## src/rtl/mem_io_fabric.sv

```systemverilog
// -----------------------------------------------------------------------------
// mem_io_fabric
//
// Data-side bus fabric between the CPU data port and the data RAM / IO
// peripheral slots. Each CPU access is a registered request/ready transaction:
// the address is latched and decoded in IDLE, exactly one registered strobe is
// issued to RAM or to the selected IO slot, and a one-cycle ready pulse
// completes the access. Unmapped addresses complete with a bus error and are
// logged in a sticky fault-address register (first fault kept).
//
// Ports
//   clk          system clock, rising edge
//   rst          asynchronous active-low reset
//   cpu_req      request, held until cpu_ready
//   cpu_we       1 = write, 0 = read
//   cpu_addr     16-bit byte address
//   cpu_wdata    write data
//   cpu_rdata    read data, valid while cpu_ready = 1 (0 otherwise)
//   cpu_ready    one-cycle completion pulse
//   cpu_err      bus error, valid with cpu_ready
//   ram_we/re    RAM strobes (one cycle)
//   ram_addr     RAM word offset
//   ram_wdata    RAM write data
//   ram_rdata    RAM read data, valid the cycle after ram_re
//   io_we/re     one-hot slot strobes (one cycle)
//   io_addr      offset within the slot
//   io_wdata     IO write data
//   io_rdata     concatenated slot read data, slot i at [8i+7:8i]
//   fault_valid  sticky unmapped-access flag
//   fault_addr   address of the first unmapped access
//   fault_clr    clears fault_valid (a same-cycle capture takes priority)
// -----------------------------------------------------------------------------
module mem_io_fabric #(
  parameter logic [15:0] RAM_BASE  = 16'h0000,
  parameter int unsigned RAM_AW    = 11,
  parameter logic [15:0] IO_BASE   = 16'h1000,
  parameter int unsigned NUM_SLOTS = 8,
  parameter int unsigned SLOT_AW   = 5,
  parameter int unsigned IO_WAIT   = 1
) (
  input  logic                   clk,
  input  logic                   rst,
  input  logic                   cpu_req,
  input  logic                   cpu_we,
  input  logic [15:0]            cpu_addr,
  input  logic [7:0]             cpu_wdata,
  output logic [7:0]             cpu_rdata,
  output logic                   cpu_ready,
  output logic                   cpu_err,
  output logic                   ram_we,
  output logic                   ram_re,
  output logic [RAM_AW-1:0]      ram_addr,
  output logic [7:0]             ram_wdata,
  input  logic [7:0]             ram_rdata,
  output logic [NUM_SLOTS-1:0]   io_we,
  output logic [NUM_SLOTS-1:0]   io_re,
  output logic [SLOT_AW-1:0]     io_addr,
  output logic [7:0]             io_wdata,
  input  logic [8*NUM_SLOTS-1:0] io_rdata,
  output logic                   fault_valid,
  output logic [15:0]            fault_addr,
  input  logic                   fault_clr
);

  typedef enum logic [2:0] {
    IDLE,
    RAM_ACC,
    IO_ACC,
    IO_WAIT_ST,
    RESP
  } state_e;

  localparam int unsigned SLOT_W   = (NUM_SLOTS > 1) ? $clog2(NUM_SLOTS) : 1;
  localparam logic [16:0] RAM_SIZE = 17'(1) << RAM_AW;
  localparam logic [16:0] IO_SIZE  = 17'(NUM_SLOTS) << SLOT_AW;

  // ---------------------------------------------------------------------------
  // Address decode. The offsets are computed with a 17th borrow bit, so an
  // address below a region base becomes a huge offset and can never match;
  // there is no wrap-around past 16'hFFFF.
  // ---------------------------------------------------------------------------
  logic [16:0]       ram_diff;
  logic [16:0]       io_diff;
  logic              ram_hit;
  logic              io_hit;
  logic [SLOT_W-1:0] req_slot;

  assign ram_diff = {1'b0, cpu_addr} - {1'b0, RAM_BASE};
  assign io_diff  = {1'b0, cpu_addr} - {1'b0, IO_BASE};
  assign ram_hit  = (ram_diff < RAM_SIZE);
  assign io_hit   = (io_diff < IO_SIZE);
  assign req_slot = io_diff[SLOT_AW +: SLOT_W];

  // ---------------------------------------------------------------------------
  // State
  // ---------------------------------------------------------------------------
  state_e                 state_q,       state_d;
  logic                   we_q,          we_d;
  logic                   is_ram_q,      is_ram_d;
  logic                   err_q,         err_d;
  logic [SLOT_W-1:0]      slot_q,        slot_d;
  logic [3:0]             wait_q,        wait_d;
  logic [7:0]             rdata_q,       rdata_d;
  logic                   ram_we_q,      ram_we_d;
  logic                   ram_re_q,      ram_re_d;
  logic [RAM_AW-1:0]      ram_addr_q,    ram_addr_d;
  logic [NUM_SLOTS-1:0]   io_we_q,       io_we_d;
  logic [NUM_SLOTS-1:0]   io_re_q,       io_re_d;
  logic [SLOT_AW-1:0]     io_addr_q,     io_addr_d;
  logic [7:0]             wdata_q,       wdata_d;
  logic                   fault_valid_q, fault_valid_d;
  logic [15:0]            fault_addr_q,  fault_addr_d;

  logic [7:0]           io_slice;
  logic [NUM_SLOTS-1:0] slot_onehot;
  logic                 unmapped_req;

  assign io_slice     = io_rdata[{slot_q, 3'b000} +: 8];
  assign slot_onehot  = NUM_SLOTS'(1) << req_slot;
  assign unmapped_req = (state_q == IDLE) && cpu_req && !ram_hit && !io_hit;

  always_comb begin
    // NOTE: every variable driven here gets a default first, so no path can
    // leave one unassigned and infer a latch. Strobes default low, which is
    // what makes them one-cycle pulses.
    state_d       = state_q;
    we_d          = we_q;
    is_ram_d      = is_ram_q;
    err_d         = err_q;
    slot_d        = slot_q;
    wait_d        = wait_q;
    rdata_d       = rdata_q;
    ram_we_d      = 1'b0;
    ram_re_d      = 1'b0;
    ram_addr_d    = ram_addr_q;
    io_we_d       = '0;
    io_re_d       = '0;
    io_addr_d     = io_addr_q;
    wdata_d       = wdata_q;
    fault_valid_d = fault_valid_q;
    fault_addr_d  = fault_addr_q;

    unique case (state_q)
      IDLE: begin
        if (cpu_req) begin
          we_d    = cpu_we;
          wdata_d = cpu_wdata;
          if (ram_hit) begin
            is_ram_d   = 1'b1;
            err_d      = 1'b0;
            ram_we_d   = cpu_we;
            ram_re_d   = !cpu_we;
            ram_addr_d = ram_diff[RAM_AW-1:0];
            state_d    = RAM_ACC;
          end else if (io_hit) begin
            is_ram_d  = 1'b0;
            err_d     = 1'b0;
            slot_d    = req_slot;
            io_we_d   = cpu_we ? slot_onehot : '0;
            io_re_d   = cpu_we ? '0 : slot_onehot;
            io_addr_d = cpu_addr[SLOT_AW-1:0];
            state_d   = IO_ACC;
          end else begin
            is_ram_d = 1'b0;
            err_d    = 1'b1;
            state_d  = RESP;
          end
        end
      end
      RAM_ACC: state_d = RESP;
      IO_ACC: begin
        if (IO_WAIT == 0) begin
          state_d = RESP;
        end else begin
          wait_d  = 4'(IO_WAIT);
          state_d = IO_WAIT_ST;
        end
      end
      IO_WAIT_ST: begin
        if (wait_q <= 4'd1) begin
          // Last wait cycle: the slot's read data is sampled here.
          rdata_d = we_q ? 8'h00 : io_slice;
          state_d = RESP;
        end else begin
          wait_d = wait_q - 4'd1;
        end
      end
      RESP:    state_d = IDLE;
      default: state_d = IDLE;
    endcase

    // A capture with fault_valid already set only happens when the same cycle
    // also clears it; the new address then replaces the old one.
    if (unmapped_req && (!fault_valid_q || fault_clr)) begin
      fault_valid_d = 1'b1;
      fault_addr_d  = cpu_addr;
    end else if (fault_clr) begin
      fault_valid_d = 1'b0;
    end
  end

  // NOTE: sequential state uses non-blocking assignments only, so every
  // register samples its _d value from before the edge regardless of order.
  always_ff @(posedge clk or negedge rst) begin
    if (!rst) begin
      state_q       <= IDLE;
      we_q          <= 1'b0;
      is_ram_q      <= 1'b0;
      err_q         <= 1'b0;
      slot_q        <= '0;
      wait_q        <= '0;
      rdata_q       <= '0;
      ram_we_q      <= 1'b0;
      ram_re_q      <= 1'b0;
      ram_addr_q    <= '0;
      io_we_q       <= '0;
      io_re_q       <= '0;
      io_addr_q     <= '0;
      wdata_q       <= '0;
      fault_valid_q <= 1'b0;
      fault_addr_q  <= '0;
    end else begin
      state_q       <= state_d;
      we_q          <= we_d;
      is_ram_q      <= is_ram_d;
      err_q         <= err_d;
      slot_q        <= slot_d;
      wait_q        <= wait_d;
      rdata_q       <= rdata_d;
      ram_we_q      <= ram_we_d;
      ram_re_q      <= ram_re_d;
      ram_addr_q    <= ram_addr_d;
      io_we_q       <= io_we_d;
      io_re_q       <= io_re_d;
      io_addr_q     <= io_addr_d;
      wdata_q       <= wdata_d;
      fault_valid_q <= fault_valid_d;
      fault_addr_q  <= fault_addr_d;
    end
  end

  // ---------------------------------------------------------------------------
  // Response. RAM data (and IO data when there are no wait cycles) only
  // becomes valid during the RESP cycle itself, so it is steered straight
  // through from the selected source; with wait cycles the IO data was
  // captured on the last wait cycle. Writes, errors and non-RESP cycles
  // return 0.
  // ---------------------------------------------------------------------------
  always_comb begin
    cpu_rdata = 8'h00;
    if ((state_q == RESP) && !we_q && !err_q) begin
      if (is_ram_q)          cpu_rdata = ram_rdata;
      else if (IO_WAIT == 0) cpu_rdata = io_slice;
      else                   cpu_rdata = rdata_q;
    end
  end

  assign cpu_ready   = (state_q == RESP);
  assign cpu_err     = cpu_ready && err_q;
  assign ram_we      = ram_we_q;
  assign ram_re      = ram_re_q;
  assign ram_addr    = ram_addr_q;
  assign ram_wdata   = wdata_q;
  assign io_we       = io_we_q;
  assign io_re       = io_re_q;
  assign io_addr     = io_addr_q;
  assign io_wdata    = wdata_q;
  assign fault_valid = fault_valid_q;
  assign fault_addr  = fault_addr_q;

endmodule

```

## config.mk

```make
export PLATFORM = sky130hd
export DESIGN_NAME = mem_io_fabric
export DESIGN_NICKNAME = d
export VERILOG_FILES = /design/src/rtl/mem_io_fabric.sv
export SDC_FILE = /design/constraint.sdc
export NUM_CORES = 1
export LEC_CHECK = 0
export CORE_MARGIN = 2
export CORE_UTILIZATION = 60
export CTS_BUF_LIST = sky130_fd_sc_hd__clkbuf_8
export DETAILED_ROUTE_END_ITERATION = 7
export DONT_BUFFER_PORTS = 1
export PLACE_DENSITY = 0.76
export SYNTH_ARGS = -nofsm -noshare
export SYNTH_HDL_FRONTEND = slang
export SYNTH_SLANG_ARGS = --single-unit
```

## constraint.sdc

```tcl
create_clock -name clk -period 5.55 [get_ports clk]
set_input_delay 1.11 -clock clk [delete_from_list [all_inputs] [get_ports clk]]
set_output_delay 1.11 -clock clk [all_outputs]
set_load 0.01 [all_outputs]
```

==> flow_summary.rst <==
.. list-table::
   :header-rows: 1

   * - Metric
     - Value
   * - Total of cells resized after clock tree synthesis
     - 0
   * - Gp weighted congestion
     - 0.782
   * - Wire length of the first global-routing pass
     - 13,100 µm
   * - Die footprint
     - 7130 µm²
   * - Warnings from Yosys
     - 0
   * - Clock sinks
     - 80
   * - DR pass1 iterations
     - 4
   * - Leading register cell type out of synthesis
     - sky130_fd_sc_hd__dfrtp_1
   * - GRT Resource Usage Total
     - 24.0%
   * - R2R cell count
     - 3
   * - Setup fix buffers added after clock tree synthesis
     - 0
   * - Number of top-level design ports
     - 178
   * - Synth-to-layout area growth
     - 3.84%
   * - Worst slew margin
     - 36.7%
   * - PwrDens
     - approximately 320 nW/µm²
   * - Via density
     - ~6.4
   * - Arr. time, crit path
     - 1.81 ns
   * - Max stage delay on crit path
     - 0.53 ns
   * - Most area-consuming cells after synthesis
     - sky130_fd_sc_hd__dfrtp_1 (52%), sky130_fd_sc_hd__mux4_2 (9.3%), sky130_fd_sc_hd__mux2_2 (6.4%)
   * - Number of buffers inserted by port buffering
     - 0
   * - Mean post-synth cell area
     - 12.7 µm²
   * - Result of the run
     - completed
   * - Required time at the worst-slack endpoint
     - approximately 4.4 ns
   * - Worst Setup Path Type
     - reg -> out
   * - Time the worst path needs with I/O delays and setup
     - 2.92 ns
   * - List of most frequent post-synthesis cells
     - sky130_fd_sc_hd__dfrtp_1 (80), sky130_fd_sc_hd__nand2_1 (40), sky130_fd_sc_hd__mux2_2 (22)
   * - Number of nets with antenna violations after routing
     - 0
   * - Final count of hold timing violations
     - 0
   * - Worst hold-check path type
     - in -> async
   * - Total power of the final layout
     - 0.00129 W
   * - Maximum buffer depth of the clock tree
     - 2
   * - Synth Register Bits
     - 80
   * - Std cell rows
     - 29
   * - Number of nets in the synthesized netlist
     - 410
   * - Critical path launch point
     - state_q[0]$_DFFE_PN0P_
   * - Endpoints failing setup
     - 0
   * - End point of the critical path
     - cpu_rdata[0]
   * - Fraction of registers with async set/reset
     - 100%
   * - Number of antenna violations at the first check in global routing
     - 0
   * - Critical Path Start Type
     - flop
   * - FF-to-FF setup slack
     - 3.08 ns
   * - Reg-to-reg startpoint
     - state_q[0]$_DFFE_PN0P_
   * - Max Clock Skew
     - a little under 0.008 ns
   * - Number of max-cap violations
     - 0
   * - Final setup TNS
     - 0 ns
   * - Placed wire-length estimate
     - 6140 µm
   * - TritonCTS clock tree
     - yes
   * - Worst-Skew Late Latency
     - 0.35 ns
   * - End of the worst register-to-register path
     - ram_addr[5]$_DFFE_PN0P_
   * - CTS Hold Bufs
     - 0
   * - Count of cell types in the netlist
     - 44
   * - Floorplan die width
     - 84.4 µm
   * - Filler Cells Inserted
     - a little over 500
   * - Post-synthesis instance area
     - 3880 µm²
   * - Post-synth top area share
     - 51.6%
   * - Maximum number of pins on one net before global-route repair
     - 81
   * - Unrepaired setup endpoints after global routing
     - false
   * - Via count
     - around 2,400
   * - Highest achievable clock rate
     - between 0.3 and 0.4 GHz
   * - Final net count
     - 397
   * - Fraction of the yosys area taken by sequential cells
     - between 50 and 60%
   * - Post-detailed-route wirelength per cell
     - 22.4 µm
   * - Gate count of the mapped netlist
     - 306
   * - Slew of the pin with the lowest slew margin
     - roughly 0.94 ns
   * - Slowest CP cell
     - sky130_fd_sc_hd__dfrtp_1
   * - Type of destination of the critical path
     - output pin
   * - Detailed Route Iter0 Violations
     - 94
   * - Fraction of the cycle the final worst path needs
     - between 50% and 60%
   * - Vias in the first global route
     - 2,530
   * - Number of antenna repair diodes
     - 0
   * - Overflow after GRT
     - 0
   * - Number of buffers created by CTS
     - 9
   * - Final slew viol count
     - 0
   * - Final WL
     - 8420 µm
   * - Static Leak
     - 1.81 nW
   * - Clock-pin slew on the worst setup and hold paths
     - 0.09 ns
   * - Leading cell type by number of instances after synthesis
     - sky130_fd_sc_hd__dfrtp_1
   * - Die span in y
     - 84.4 µm
   * - Top cell type by total area after synthesis
     - sky130_fd_sc_hd__dfrtp_1
   * - Worst-case vdd ir drop
     - between 200 and 250 µV
   * - Effective utilization at floorplan
     - approximately three fifths
   * - H-Tree Level Count
     - 3
   * - Remaining routing DRC violations
     - 0
   * - Count of flip-flops with a built-in enable after synthesis
     - 0
   * - CP Max Fanout
     - 11
   * - Buffer cell driving the clock tree root
     - sky130_fd_sc_hd__clkbuf_8
   * - Crit path cell chain
     - inv_1 > and3_1 > nand2_1 > nor2_1
   * - Core area
     - 6310 µm²
   * - Layout cells sized above 1
     - 24.2%
layer usage:
layer	GRT usage, %	vias to the layer above	wire length (µm)
li1	-	1066	-
met1	29.3	1180	3160
met2	40.2	126	4280
met3	9.24	14	837
met4	7.22	0	139
met5	0	-	0
kinds of logic after synthesis:
kind of cell	after synthesis	synth area share (%)
AND/OR/NAND/NOR	93	12.5
buffers and inverters	35	4.96
adder cells (fa/ha/maj)	3	0.967
multiplexers	63	23.6
AO/OA/AOI/OAI	31	6.16
XOR/XNOR	1	0.226
flip-flops	80	51.6
critical path, delay by kind of cell, from the launching register on:
family | cells | cell delay, ns
flip-flops | 1 | 0.53
buffers and inverters | 1 | 0.12
AND/OR/NAND/NOR | 3 | 0.81
worst min path at each step:
stage	startpoint	end	slack (ns)	cells after the start
2_1_floorplan	err_q$_DFFE_PN0P_	err_q$_DFFE_PN0P_	0.46	2
3_3_place_gp	rdata_q[4]$_DFFE_PN0P_	rdata_q[4]$_DFFE_PN0P_	0.49	1
3_5_place_dp	rdata_q[0]$_DFFE_PN0P_	rdata_q[0]$_DFFE_PN0P_	0.51	1
4_1_cts	rst	ram_addr[8]$_DFFE_PN0P_	0.43	0
5_1_grt	rst	ram_addr[1]$_DFFE_PN0P_	0.42	0
6_report	rst	ram_addr[8]$_DFFE_PN0P_	0.45	0
flip-flops by register name, summed over array words and instances, names as in the netlist, 3 cells and up:
register	cells
fault_addr	16
ram_addr	11
io_re	8
io_wdata	8
io_we	8
rdata_q	8
io_addr	5
wait_q	4
slot_q	3
state_q	3
layout make-up:
cell class	count	area [µm²]	share of cell area, %
multi-input combinational	191	1690	41.9
inverter	11	41.3	1.02
clock inverter	7	80.1	1.99
sequential	80	2000	49.7
tap	77	96.3	2.39
clock buffer	9	124	3.07
placed cells by master, fill, tap and decap left out, types with 2 or more instances in the layout:
| cell | synthesis | final |
|---|---|---|
| sky130_fd_sc_hd__mux2_2 | 22 | 22 |
| sky130_fd_sc_hd__clkbuf_8 | 0 | 9 |
| sky130_fd_sc_hd__nor2_1 | 18 | 18 |
| sky130_fd_sc_hd__nand2b_1 | 2 | 2 |
| sky130_fd_sc_hd__a21oi_1 | 3 | 3 |
| sky130_fd_sc_hd__or4_1 | 3 | 3 |
| sky130_fd_sc_hd__clkinv_4 | 0 | 2 |
| sky130_fd_sc_hd__o21ai_0 | 8 | 8 |
| sky130_fd_sc_hd__mux2i_1 | 8 | 8 |
| sky130_fd_sc_hd__nor3_1 | 10 | 10 |
| sky130_fd_sc_hd__o31ai_1 | 3 | 3 |
| sky130_fd_sc_hd__mux4_2 | 16 | 16 |
| sky130_fd_sc_hd__nor4_1 | 6 | 6 |
| sky130_fd_sc_hd__and3_1 | 2 | 2 |
| sky130_fd_sc_hd__ha_1 | 3 | 3 |
| sky130_fd_sc_hd__inv_1 | 11 | 11 |
| sky130_fd_sc_hd__a22o_1 | 10 | 10 |
| sky130_fd_sc_hd__dfrtp_1 | 80 | 80 |
| sky130_fd_sc_hd__nor4b_2 | 2 | 2 |
| sky130_fd_sc_hd__mux2_4 | 10 | 10 |
| sky130_fd_sc_hd__mux2_1 | 7 | 7 |
| sky130_fd_sc_hd__nand2_1 | 40 | 40 |
power by group:
part	internal [W]	switching, W	total, W
combinational	0.0000790	0.0000497	0.000129
sequential	0.000639	0.0000844	0.000723
clock	0.000213	0.000220	0.000434
total	0.000931	0.000355	0.00129
through the flow:
step                cells  setup slack, ns  utilization (%)  cell area, µm²  hold WS [ns]
finish                375             2.63             63.9            4030         0.446
detailed placement    359             2.56             60.6            3830         0.514
floorplan             306             2.75                -            3880         0.461
CTS                   375             2.61             63.9            4030         0.427
global route          375             2.51             63.9            4030         0.420
global placement      359             2.60             60.6            3830         0.493
Power figures use the tool's default switching activity.
